[src/rtl/phy_pkg.sv]
// Shared PHY TX constants: word width, ordered-set symbols, scheduler states and lane modes.
package phy_pkg;

  localparam int unsigned DATA_W = 32;

  localparam logic [DATA_W-1:0] SKIP_WORD = 32'hBC1C1C1C;
  localparam logic [DATA_W-1:0] PAD_WORD  = 32'hF7F7F7F7;

  typedef enum logic [2:0] {
    IDLE,
    STREAM,
    PAD,
    SKIP0,
    SKIP1
  } sched_state_t;

  typedef enum logic {
    LANE_X1 = 1'b0,
    LANE_X2 = 1'b1
  } lane_mode_t;

endpackage

[src/rtl/skip_interval_counter.sv]
// Saturating count of accepted data words since the last SKIP ordered set.
module skip_interval_counter #(
  parameter int unsigned LIMIT = 16
) (
  input  logic clk_2f,
  input  logic reset,
  input  logic inc,
  input  logic clear,
  output logic at_limit
);

  localparam int unsigned CNT_W = $clog2(LIMIT + 1);

  logic [CNT_W-1:0] cnt;

  always_ff @(posedge clk_2f) begin
    if (reset || clear) begin
      cnt <= '0;
    end else if (inc && (cnt != CNT_W'(LIMIT))) begin
      cnt <= cnt + CNT_W'(1);
    end
  end

  assign at_limit = (cnt == CNT_W'(LIMIT));

endmodule

[src/rtl/stripe_sched_ctrl.sv]
// Lane sequencer ahead of demux_striping: maps words to lanes, pads odd x2 bursts
// and inserts SKIP ordered sets on every active lane after SKIP_INTERVAL data words.
module stripe_sched_ctrl
  import phy_pkg::*;
#(
  parameter int unsigned SKIP_INTERVAL = 16
) (
  input  logic              clk_2f,
  input  logic              reset,
  input  logic              lane_mode,
  input  logic              valid_in,
  input  logic [DATA_W-1:0] data_input,
  output logic              in_ready,
  output logic              out_valid,
  output logic              out_sel,
  output logic [DATA_W-1:0] out_data,
  output logic              skip_active
);

  sched_state_t state;
  logic         ptr;
  logic         mode;
  logic         at_limit;
  logic         skip_due;
  logic         accept;
  logic         eff_mode;
  logic         cnt_clear;

  // SKIP may only start on a lane-pair boundary
  assign skip_due  = at_limit && !ptr;
  assign in_ready  = !reset && ((state == IDLE) || (state == STREAM)) && !skip_due;
  assign accept    = valid_in && in_ready;
  assign eff_mode  = (state == IDLE) ? lane_mode : mode;
  assign cnt_clear = (state == SKIP1) || ((state == SKIP0) && (mode == LANE_X1));

  skip_interval_counter #(
    .LIMIT (SKIP_INTERVAL)
  ) u_skip_cnt (
    .clk_2f   (clk_2f),
    .reset    (reset),
    .inc      (accept),
    .clear    (cnt_clear),
    .at_limit (at_limit)
  );

  always_ff @(posedge clk_2f) begin
    if (reset) begin
      state       <= IDLE;
      ptr         <= 1'b0;
      mode        <= LANE_X1;
      out_valid   <= 1'b0;
      out_sel     <= 1'b0;
      out_data    <= '0;
      skip_active <= 1'b0;
    end else begin
      out_valid   <= 1'b0;
      skip_active <= 1'b0;

      if (accept) begin
        out_valid <= 1'b1;
        out_data  <= data_input;
        out_sel   <= ptr;
        ptr       <= (eff_mode == LANE_X2) ? ~ptr : 1'b0;
      end

      case (state)
        IDLE: begin
          mode <= lane_mode;
          if (skip_due) begin
            state <= SKIP0;
          end else if (accept) begin
            state <= STREAM;
          end
        end
        STREAM: begin
          if (skip_due) begin
            state <= SKIP0;
          end else if (!valid_in) begin
            state <= ptr ? PAD : IDLE;
          end
        end
        PAD: begin
          out_valid <= 1'b1;
          out_sel   <= 1'b1;
          out_data  <= PAD_WORD;
          ptr       <= 1'b0;
          state     <= IDLE;
        end
        SKIP0: begin
          out_valid   <= 1'b1;
          out_sel     <= 1'b0;
          out_data    <= SKIP_WORD;
          skip_active <= 1'b1;
          state       <= (mode == LANE_X2) ? SKIP1 : IDLE;
        end
        SKIP1: begin
          out_valid   <= 1'b1;
          out_sel     <= 1'b1;
          out_data    <= SKIP_WORD;
          skip_active <= 1'b1;
          state       <= IDLE;
        end
        default: state <= IDLE;
      endcase
    end
  end

endmodule
[config.mk]
export PLATFORM = sky130hd
export DESIGN_NAME = stripe_sched_ctrl
export DESIGN_NICKNAME = d
export VERILOG_FILES = /design/src/rtl/phy_pkg.sv /design/src/rtl/skip_interval_counter.sv /design/src/rtl/stripe_sched_ctrl.sv
export SDC_FILE = /design/constraint.sdc
export NUM_CORES = 1
export LEC_CHECK = 0
export ABC_CLOCK_PERIOD_IN_PS = 3300
export CORE_MARGIN = 5
export CORE_UTILIZATION = 40
export CTS_CLUSTER_DIAMETER = 120
export DETAILED_ROUTE_END_ITERATION = 6
export GPL_TIMING_DRIVEN = 0
export PLACE_DENSITY_LB_ADDON = 0.12
export SLEW_MARGIN = 20
export SYNTH_ARGS = -nofsm -noshare
export SYNTH_HDL_FRONTEND = slang
export SYNTH_SLANG_ARGS = --single-unit
[constraint.sdc]
create_clock -name clk_2f -period 3.3 [get_ports clk_2f]
set_clock_uncertainty 0.05 [all_clocks]
set_input_delay 0.66 -clock clk_2f [delete_from_list [all_inputs] [get_ports clk_2f]]
set_output_delay 0.66 -clock clk_2f [all_outputs]
set_load 0.005 [all_outputs]
After elaboration in Yosys (flattened, before gate mapping)
Index checks and enable logic that the tools add are counted.

word-level totals
  output and inout bits = 36
  bits of input ports = 36
  flip-flop bits (word level) = 45

operators by class
  bitwise logic cells = 2
  equality and inequality tests = 8
  add/sub/neg operators = 1
  reduce and logical (&&, ||, !) cells = 20
  multiplexer cells = 16

operators by type and width
  kind                 count
  $pmux 32 s2          1
  $mux 32              1
  $mux 3               5
  $pmux 3 s3           1
  $eq 3x2->1 const B   2
  $logic_and 1x1->1    6
  $mux 1               6
  $reduce_bool 3->1    2
  $reduce_or 2->1      3
  $add 5x1->5 const B  1
  $eq 5x5->1 const B   1
  $ne 5x5->1 const B   1
  $eq 3x1->1 const B   1
  $eq 3x3->1 const B   1
  $logic_not 1->1      3
  $logic_not 3->1      1
  $logic_or 1x1->1     3
  $ne 3x2->1 const B   1
  $ne 3x3->1 const B   1
  $reduce_or 3->1      1
  $mux 2               1
  $not 1->1            2
  $pmux 1 s2           1
  $reduce_and 2->1     1

Longest topological paths before layout
Gate-level depths: netlist of run 1.

  word-level depth = 8
  mapped depth = 7

Modules after synthesis
Synthesis of run 1 repeated with hierarchy kept, for this count alone.

second synthesis, totals
  cells, all modules = 230
  area, all modules = 2,094.5 um^2

modules (own cells, without submodules)
  module                 times used  area an instance (um^2)  cells each
  stripe_sched_ctrl      1           1,813.0                  201
  skip_interval_counter  1           281.5                    29

Worst setup path before layout of run 1
OpenSTA, ideal clock, no wires.

  kind = input to output
  start point = in reset
  end point = out in_ready
  path buffers = 1
  required time = 2,590 ps
  arrival = 1,127 ps
  stages = 2
  slack = 1,463 ps
  path through = clkbuf_1 > nor4_1

on the way
  word-level cells in the longest chain between the ends = 3

RTL lines
  element                         line                     text
  start, declared                 stripe_sched_ctrl.sv:9   input logic reset,
  $logic_not 1->1                 stripe_sched_ctrl.sv:31  assign in_ready = !reset && ((state == IDLE) || (state == STREAM)) && !skip_due;
  $logic_and 1x1->1 (2 in a row)  stripe_sched_ctrl.sv:31
  end, declared                   stripe_sched_ctrl.sv:13  output logic in_ready,

No other way between the ends.

Worst setup path after layout of run 1
Ends and elaborated chain as after synthesis.

==> flow_summary.yaml, run 1 <==
finish:
  final_util_pct: 59.8
  fin_nets: 314
  diodes: 0
  design_area_um2: 2810
  drive_gt1_share_pct: 11.2
  finalNonFillerCells: 330
  area_growth_pct: 45.8
  n_fill_cell: 451
route:
  via_count: 1779
  detail-route-antenna-nets: 0
  wirelength_um: 5160
  drt_iter0_markers: 52
  drc: 0
  vias_per_cell: 5.39
  drt-wirelength-per-cell_um: 15.6
  firstDrtPassIters: 4
grt:
  grt_max_degree: 14
  grt_usage_pct: 17.3
  grt_pass1_vias: 1859
  grt_first_pass_wirelength_um: 8610
  grt-ovfl-total: 0
  antenna_found_initial: 0
power_and_ir_drop:
  pwr-share-comb_pct: 16.2
  swShare_pct: 23.2
  finalPower_mw: 1.18
  power_frac_clock_pct: 34.1
  p_int_uw: 907
  irDropWorstVdd_mv: 0.243
  power_switching_uw: 273
  pwr-share-seq_pct: 49.7
  power.density_nw_per_um2: 420
  p_leak_nw: 1.06
sta:
  tns_ns: 0
  setup_viol: 0
  hold_ws_ns: 0.420
  finalWorstPathRequiredPeriod_ns: 3.07
  tightest_slew_ns: 0.618
  fin_crit_sh_pct: 92.9
  fin_ws_ns: 0.234
  grt_setup_unrepaired: "no"
  finalMaxSlewViolations: 0
  hold_viol_final: 0
  timing.fmax_mhz: 326
  max_slew_margin_pct: 58.8
setup_path:
  end_kind: "output port"
  worstSetupPathDepth: 4
  start_kind: "input port"
  cp_cell_sequence: "clkdlybuf4s50_1 -> clkbuf_1 -> nor4_1 -> clkdlybuf4s50_1"
  crit_fanout: 10
  max_stage_delay_ns: 0.55
  crit_path_frequent_cell: "clkdlybuf4s50_1"
  worstSetupPathType: "input port to output port"
  path_buf_inv: 3
  r2r_cells: 7
  critical_path.top_delay_family: "buffers and inverters"
  required_ns: 2.59
  cp_slowest_cell: "clkdlybuf4s50_1"
  crit_arrival_ns: 2.36
clock_tree:
  cts_resized: 0
  clockBufferDepth: 2
  cts_sinks: 45
  cts_setup_buffers: 0
  clk_latency_ns: 0.30
  cts_tree: "built"
  cts_hold_buf: 0
  htreeDepth: 2
  root_buffer: "clkbuf_8"
  path_clk_slew_ns: 0.08
  cts_made_buffers: 5
placed_design:
  place_inst: 323
  place_area_um2: 2700
  pre_cts_ws_ns: 0.227
  dp_hpwl_um: 3730
  gp_congestion: 0.756
  io_buffers: 71
logic_synthesis:
  synth.net_count: 236
  yosys_warnings: 0
  synth_seq_cells: 45
  synth-seq-area-share_pct: 46.8
  ys_async_sr_fraction_pct: 0
  syn_area_um2: 1930
  synth_ff_type: "dfxtp_1"
  synth_cell_types: 39
  avgSynthCellArea_um2: 9.73
  synth_edf_count: 0
  syn-instance-count: 198
floorplan:
  fp.dieH_um: 79.4
  die_area_um2: 6300
  die_w_um: 79.4
  placementRows: 25
  io_pins: 72
  initial_core_util_pct: 41.0
  core_area_um2: 4690
worst_hold_path:
  min_path_type: "flip-flop to flip-flop"
  holdPathStages: 2
status:
  status: "completed"
job:
  cap_violations: 0
-- kinds of logic (layout without fill, tap and decap cells) --
family	Yosys count	count (layout)	share of synthesized area [%]
and+or+nand+nor	72	72	19.5
AOI/OAI and AO/OA	46	46	22.9
DFF	45	45	46.8
buffers and inverters	27	105	6.69
xor gates and xnor gates	5	5	2.27
adders and majority gates	2	2	1.30
muxes	1	1	0.520
-- worst paths after layout --
| kind | start | to | slack, ns |
|---|---|---|---|
| worst max register to register | u_skip_cnt.cnt[0]$_SDFFE_PP0P_ | out_data[22]$_SDFFE_PP0P_ | 1.19 |
| worst min-delay path | mode$_SDFF_PP0_ | state[2]$_SDFFE_PP0P_ | 0.42 |
| worst max-delay path | reset | in_ready | 0.23 |
| worst min register to register | mode$_SDFF_PP0_ | state[2]$_SDFFE_PP0P_ | 0.42 |
-- layout by cell type (no fill, tap or decap), drive strengths merged, types with 5 or more instances in the layout --
cell	synthesis	routed
nand3	9	9
o221a	10	10
buf	9	9
clkbuf	12	17
nand2	12	12
inv	6	6
o41ai	10	10
a31oi	11	11
a21oi	5	5
nor3	6	6
clkdlybuf4s50	0	71
dfxtp	45	45
nor2	21	21
nand4	13	13
-- metal layers --
metal  wire [µm]  share of wire, %  track usage, %
met5           0                 0               0
met4          89               1.7            6.19
met3         346               6.7            5.53
met2        2400                47            27.9
met1        2320                45            21.6
-- power groups by stage --
stage	clock network, mW	registers [mW]	logic (mW)
3_5_place_dp	0	0.599	0.192
4_1_cts	0.414	0.587	0.193
6_report	0.403	0.587	0.191
3_3_place_gp	0	0.599	0.190
5_1_grt	0.442	0.591	0.208
2_1_floorplan	0	0.601	0.0770
-- flip-flops by register name, summed over array words and instances, names as in the netlist --
| name | flops |
|---|---|
| out_data | 32 |
| mode | 1 |
| u_skip_cnt.cnt | 5 |
| state | 3 |
| skip_active | 1 |
| ptr | 1 |
| out_sel | 1 |
| out_valid | 1 |
-- synth_stat cells (3+ instances only) --
| master | instances | area share (%) |
|---|---|---|
| nor4_1 | 3 | 0.97 |
| nand3_1 | 9 | 2.3 |
| nor3_1 | 6 | 1.6 |
| a21oi_1 | 5 | 1.3 |
| nand2_1 | 12 | 2.3 |
| a31oi_1 | 11 | 3.6 |
| dfxtp_1 | 45 | 47 |
| buf_2 | 4 | 1.0 |
| o221a_1 | 8 | 4.7 |
| inv_1 | 6 | 1.2 |
| nor2_1 | 20 | 3.9 |
| xor2_1 | 3 | 1.4 |
| clkbuf_1 | 12 | 2.3 |
| o41ai_2 | 9 | 7.6 |
| nand4_1 | 13 | 4.2 |
-- final cells by class --
cell class	count	area [µm²]	share of cell area (%)
plain buffers	21	106	3.79
clock buffers	5	68.8	2.45
clock inverters	2	35.0	1.25
inverters	6	22.5	0.802
multi-input cells	126	896	31.9
flip-flops and latches	45	901	32.1
well taps	54	67.6	2.41
repair buffers	71	711	25.3
-- worst register-to-register path, cell delays in order, from the launching register on --
cell and delay (ns):
dfxtp_1 0.35, inv_1 0.07, ha_1 0.14, nand4bb_1 0.27, o21ai_2 0.38, clkbuf_1 0.42, nand3_1 0.14, a31oi_1 0.21
(Power assumes the default switching activity.)
==> run 2, diff against run 1 <==
CORE_MARGIN = 3   (was 5)
==> flow_summary.yaml, run 2 (synthesized netlist as in run 1, its figures left out) <==
clock_tree:
  cts_made_buffers: 5
  root_buffer: "clkbuf_8"
  clk_latency_ns: 0.29
  clockBufferDepth: 2
  path_clk_slew_ns: 0.08
  htreeDepth: 2
  cts_hold_buf: 0
  cts_tree: "built"
  cts_setup_buffers: 0
  cts_sinks: 45
  cts_resized: 0
floorplan:
  die_w_um: 75.4
  die_area_um2: 5680
  io_pins: 72
  initial_core_util_pct: 42.8
  placementRows: 24
  core_area_um2: 4500
  fp.dieH_um: 75.4
sta:
  setup_viol: 0
  max_slew_margin_pct: 57.6
  fin_crit_sh_pct: 91.1
  timing.fmax_mhz: 333
  tightest_slew_ns: 0.637
  grt_setup_unrepaired: "no"
  hold_viol_final: 0
  tns_ns: 0
  finalMaxSlewViolations: 0
  hold_ws_ns: 0.420
  finalWorstPathRequiredPeriod_ns: 3.01
grt:
  grt-ovfl-total: 0
  grt_max_degree: 14
  antenna_found_initial: 0
  grt_first_pass_wirelength_um: 7930
  grt_pass1_vias: 1686
  grt_usage_pct: 17.9
setup_path:
  required_ns: 2.59
  crit_fanout: 10
  r2r_start: "u_skip_cnt.cnt[0]$_SDFFE_PP0P_"
  crit_arrival_ns: 2.30
  worstSetupPathType: "input port to output port"
  start_kind: "input port"
  r2r_cells: 7
  end_kind: "output port"
  reg2reg_setup_slack_ns: 1.26
  timing.rr.end: "out_data[13]$_SDFFE_PP0P_"
placed_design:
  gp_congestion: 0.799
  dp_hpwl_um: 3580
  io_buffers: 71
finish:
  reg.largest.list: "out_data (32), u_skip_cnt.cnt (5), state (3)"
  regMostFlops: "out_data"
  drive_gt1_share_pct: 11.2
  final_cell_mix: "71 x clkdlybuf4s50_1, 45 x dfxtp_1, 20 x nor2_1"
  diodes: 0
  multi_input_area_um2: 896
  fin_nets: 314
  final_common_cell: "clkdlybuf4s50_1"
  area_growth_pct: 46.3
  largest_reg_flops: 32
  final-seq-area_um2: 901
  final_util_pct: 62.6
  n_fill_cell: 403
route:
  via_count: 1770
  firstDrtPassIters: 4
  drt-wirelength-per-cell_um: 15.5
  drt_iter0_markers: 73
  wirelength_um: 5110
  detail-route-antenna-nets: 0
  vias_per_cell: 5.38
  drc: 0
worst_hold_path:
  holdPathEnd: "state[2]$_SDFFE_PP0P_"
  holdPathStages: 2
  min_from: "mode$_SDFF_PP0_"
  min_path_type: "flip-flop to flip-flop"
job:
  cap_violations: 0
status:
  status: "completed"
power_and_ir_drop:
  power.density_nw_per_um2: 428
  irDropWorstVdd_mv: 0.261
  p_leak_nw: 1.07
[run 2: cell types whose count changed in the layout (fill, tap and decap cells not counted), sizes merged]
cell	previous run	this run
clkinv	1	0
clkbuf	17	19
[run 2: stage by stage]
step	cell area [µm²]	power, mW	cells	setup WS, ns
after CTS	2820	1.22	329	0.281
after floorplan	1930	0.678	198	1.46
after detailed placement	2700	0.790	321	0.281
after global routing	2820	1.26	329	0.199
final	2820	1.20	329	0.293
after global placement	2700	0.789	321	0.263
[run 2: area by class of cell]
class | instances | share of cell area, %
Inverter | 6 | 0.799
Multi-Input combinational cell | 126 | 31.8
Clock inverter | 1 | 1.07
Clock buffer | 7 | 3.06
Tap cell | 52 | 2.31
Timing Repair Buffer | 71 | 25.2
Sequential cell | 45 | 32.0
Buffer | 21 | 3.77
[run 2: critical path: stages]
cell,delay (ns)
clkdlybuf4s50_1,0.52
clkbuf_1,0.30
nor4_1,0.28
clkdlybuf4s50_1,0.54
[run 2: metal layers]
metal  vias to the layer above  global-route usage, %  part of all wire (%)
li1                        882                      -                     -
met1                       835                   21.9                    44
met2                        51                   30.9                    49
met3                         2                   5.15                   6.1
met4                         0                   4.66                  0.27
met5                         -                      0                     0
[run 2: where the power goes]
part	total (mW)	internal [mW]	switching, mW	leakage, nW
combinational	0.190	0.115	0.0754	0.639
clock	0.428	0.247	0.181	0.0585
sequential	0.587	0.572	0.0154	0.369
[run 2: how the worst max path moves through the flow]
| stage | from | to | slack (ns) | cells after the start |
|---|---|---|---|---|
| 6_report | reset | in_ready | 0.29 | 4 |
| 5_1_grt | reset | in_ready | 0.20 | 4 |
| 4_1_cts | reset | in_ready | 0.28 | 4 |
| 3_5_place_dp | reset | in_ready | 0.28 | 4 |
| 3_3_place_gp | reset | in_ready | 0.26 | 4 |
| 2_1_floorplan | reset | in_ready | 1.46 | 2 |
==> run 3, diff against run 2 <==
CORE_UTILIZATION = 47   (was 40)
==> flow_summary.yaml, run 3 (synthesized netlist as in run 1, its figures left out) <==
status:
  status: "completed"
setup_path:
  required_ns: 2.59
  worstSetupPathDepth: 4
  cp_cell_sequence: "clkdlybuf4s50_1 -> clkbuf_1 -> nor4_1 -> clkdlybuf4s50_1"
  reg2reg_setup_slack_ns: 1.21
  path_buf_inv: 3
  max_stage_delay_ns: 0.54
  crit_path_frequent_cell: "clkdlybuf4s50_1"
  r2r_cells: 7
  r2r_start: "u_skip_cnt.cnt[0]$_SDFFE_PP0P_"
  start_kind: "input port"
  crit_arrival_ns: 2.28
  critical_path.top_delay_family: "buffers and inverters"
  timing.rr.end: "out_data[23]$_SDFFE_PP0P_"
  crit_fanout: 10
  cp_slowest_cell: "clkdlybuf4s50_1"
  end_kind: "output port"
  worstSetupPathType: "input port to output port"
clock_tree:
  cts_setup_buffers: 0
  htreeDepth: 2
  cts_sinks: 45
  path_clk_slew_ns: 0.09
  root_buffer: "clkbuf_8"
  cts_hold_buf: 0
  clockBufferDepth: 2
  clk_latency_ns: 0.31
  cts_tree: "built"
  cts_made_buffers: 5
  cts_resized: 0
sta:
  hold_ws_ns: 0.420
  finalMaxSlewViolations: 0
  setup_viol: 0
  hold_viol_final: 0
  fin_crit_sh_pct: 90.7
  grt_setup_unrepaired: "no"
  max_slew_margin_pct: 60.5
  fin_ws_ns: 0.306
  finalWorstPathRequiredPeriod_ns: 2.99
  tns_ns: 0
  tightest_slew_ns: 0.593
  timing.fmax_mhz: 334
power_and_ir_drop:
  p_leak_nw: 1.05
  power_frac_clock_pct: 31.5
  p_int_uw: 840
  power.density_nw_per_um2: 407
  swShare_pct: 26.0
  pwr-share-comb_pct: 16.7
  pwr-share-seq_pct: 51.8
  finalPower_mw: 1.13
  irDropWorstVdd_mv: 0.253
  power_switching_uw: 295
finish:
  final_common_cell: "clkdlybuf4s50_1"
  regMostFlops: "out_data"
  reg.largest.list: "out_data (32), u_skip_cnt.cnt (5), state (3)"
  area_growth_pct: 44.9
  largest_reg_flops: 32
  diodes: 0
  drive_gt1_share_pct: 11.6
  fin_nets: 314
  design_area_um2: 2790
  final_cell_mix: "71 x clkdlybuf4s50_1, 45 x dfxtp_1, 20 x nor2_1"
placed_design:
  gp_congestion: 0.765
  place_area_um2: 2700
  io_buffers: 71
  pre_cts_ws_ns: 0.275
  dp_hpwl_um: 3420
floorplan:
  core_area_um2: 3800
  io_pins: 72
  initial_core_util_pct: 50.7
  placementRows: 22
  die_w_um: 70.0
  die_area_um2: 4900
  fp.dieH_um: 70.0
route:
  vias_per_cell: 5.50
  drc: 0
  drt-wirelength-per-cell_um: 15.2
  wirelength_um: 4940
  via_count: 1788
  drt_iter0_markers: 78
  firstDrtPassIters: 4
  detail-route-antenna-nets: 0
worst_hold_path:
  min_from: "mode$_SDFF_PP0_"
  holdPathEnd: "state[2]$_SDFFE_PP0P_"
  holdPathStages: 2
  min_path_type: "flip-flop to flip-flop"
grt:
  grt_first_pass_wirelength_um: 8140
  grt-ovfl-total: 0
  grt_usage_pct: 20.7
  antenna_found_initial: 0
  grt_pass1_vias: 1749
  grt_max_degree: 17
job:
  cap_violations: 0
[run 3: changes by cell type in the layout (fill, tap and decap cells not counted)]
cell        previous run  this run
bufinv_16              1         0
clkbuf_1              13        12
clkbuf_8               6         5
clkinv_4               0         1
clkinvlp_4             0         1
inv_6                  0         1
[run 3: layer usage]
layer	vias up	wire length, µm	share of wire [%]	GRT usage [%]
met5	-	0	0	0
met4	0	47	0.95	8.09
met3	6	296	6.0	8.35
met2	53	2370	48	32.5
met1	840	2230	45	25.1
li1	889	-	-	-
[run 3: layout make-up]
cell class              instances  area (µm²)
plain buffers                  21         106
clock buffers                   5        68.8
clock inverters                 3        25.0
fillers                       298        1010
inverters                       6        22.5
multi-input cells             126         896
flip-flops and latches         45         901
well taps                      48        60.1
repair buffers                 71         711
[run 3: worst max path at each step]
stage	startpoint	endpoint
2_1_floorplan	reset	in_ready
3_3_place_gp	reset	in_ready
3_5_place_dp	reset	in_ready
4_1_cts	reset	in_ready
6_report	reset	in_ready
5_1_grt	reset	in_ready
[run 3: power by group through the flow]
stage                     clock network [mW]  logic, mW  registers (mW)
final                                  0.357      0.190           0.587
after global routing                   0.384      0.206           0.591
after CTS                              0.362      0.192           0.587
after detailed placement                   0      0.190           0.599
after global placement                     0      0.187           0.599
after floorplan                            0     0.0770           0.601
[run 3: metrics by stage]
stage          std cells  utilization [%]
2_1_floorplan        198                -
3_3_place_gp         317             71.0
3_5_place_dp         317             71.0
4_1_cts              325             73.5
5_1_grt              325             73.5
6_report             325             73.5
[run 3: worst min-delay path, cell delays in order (launching register included)]
cell	delay, ns
dfxtp_1	0.32
inv_1	0.07
nor3_1	0.05
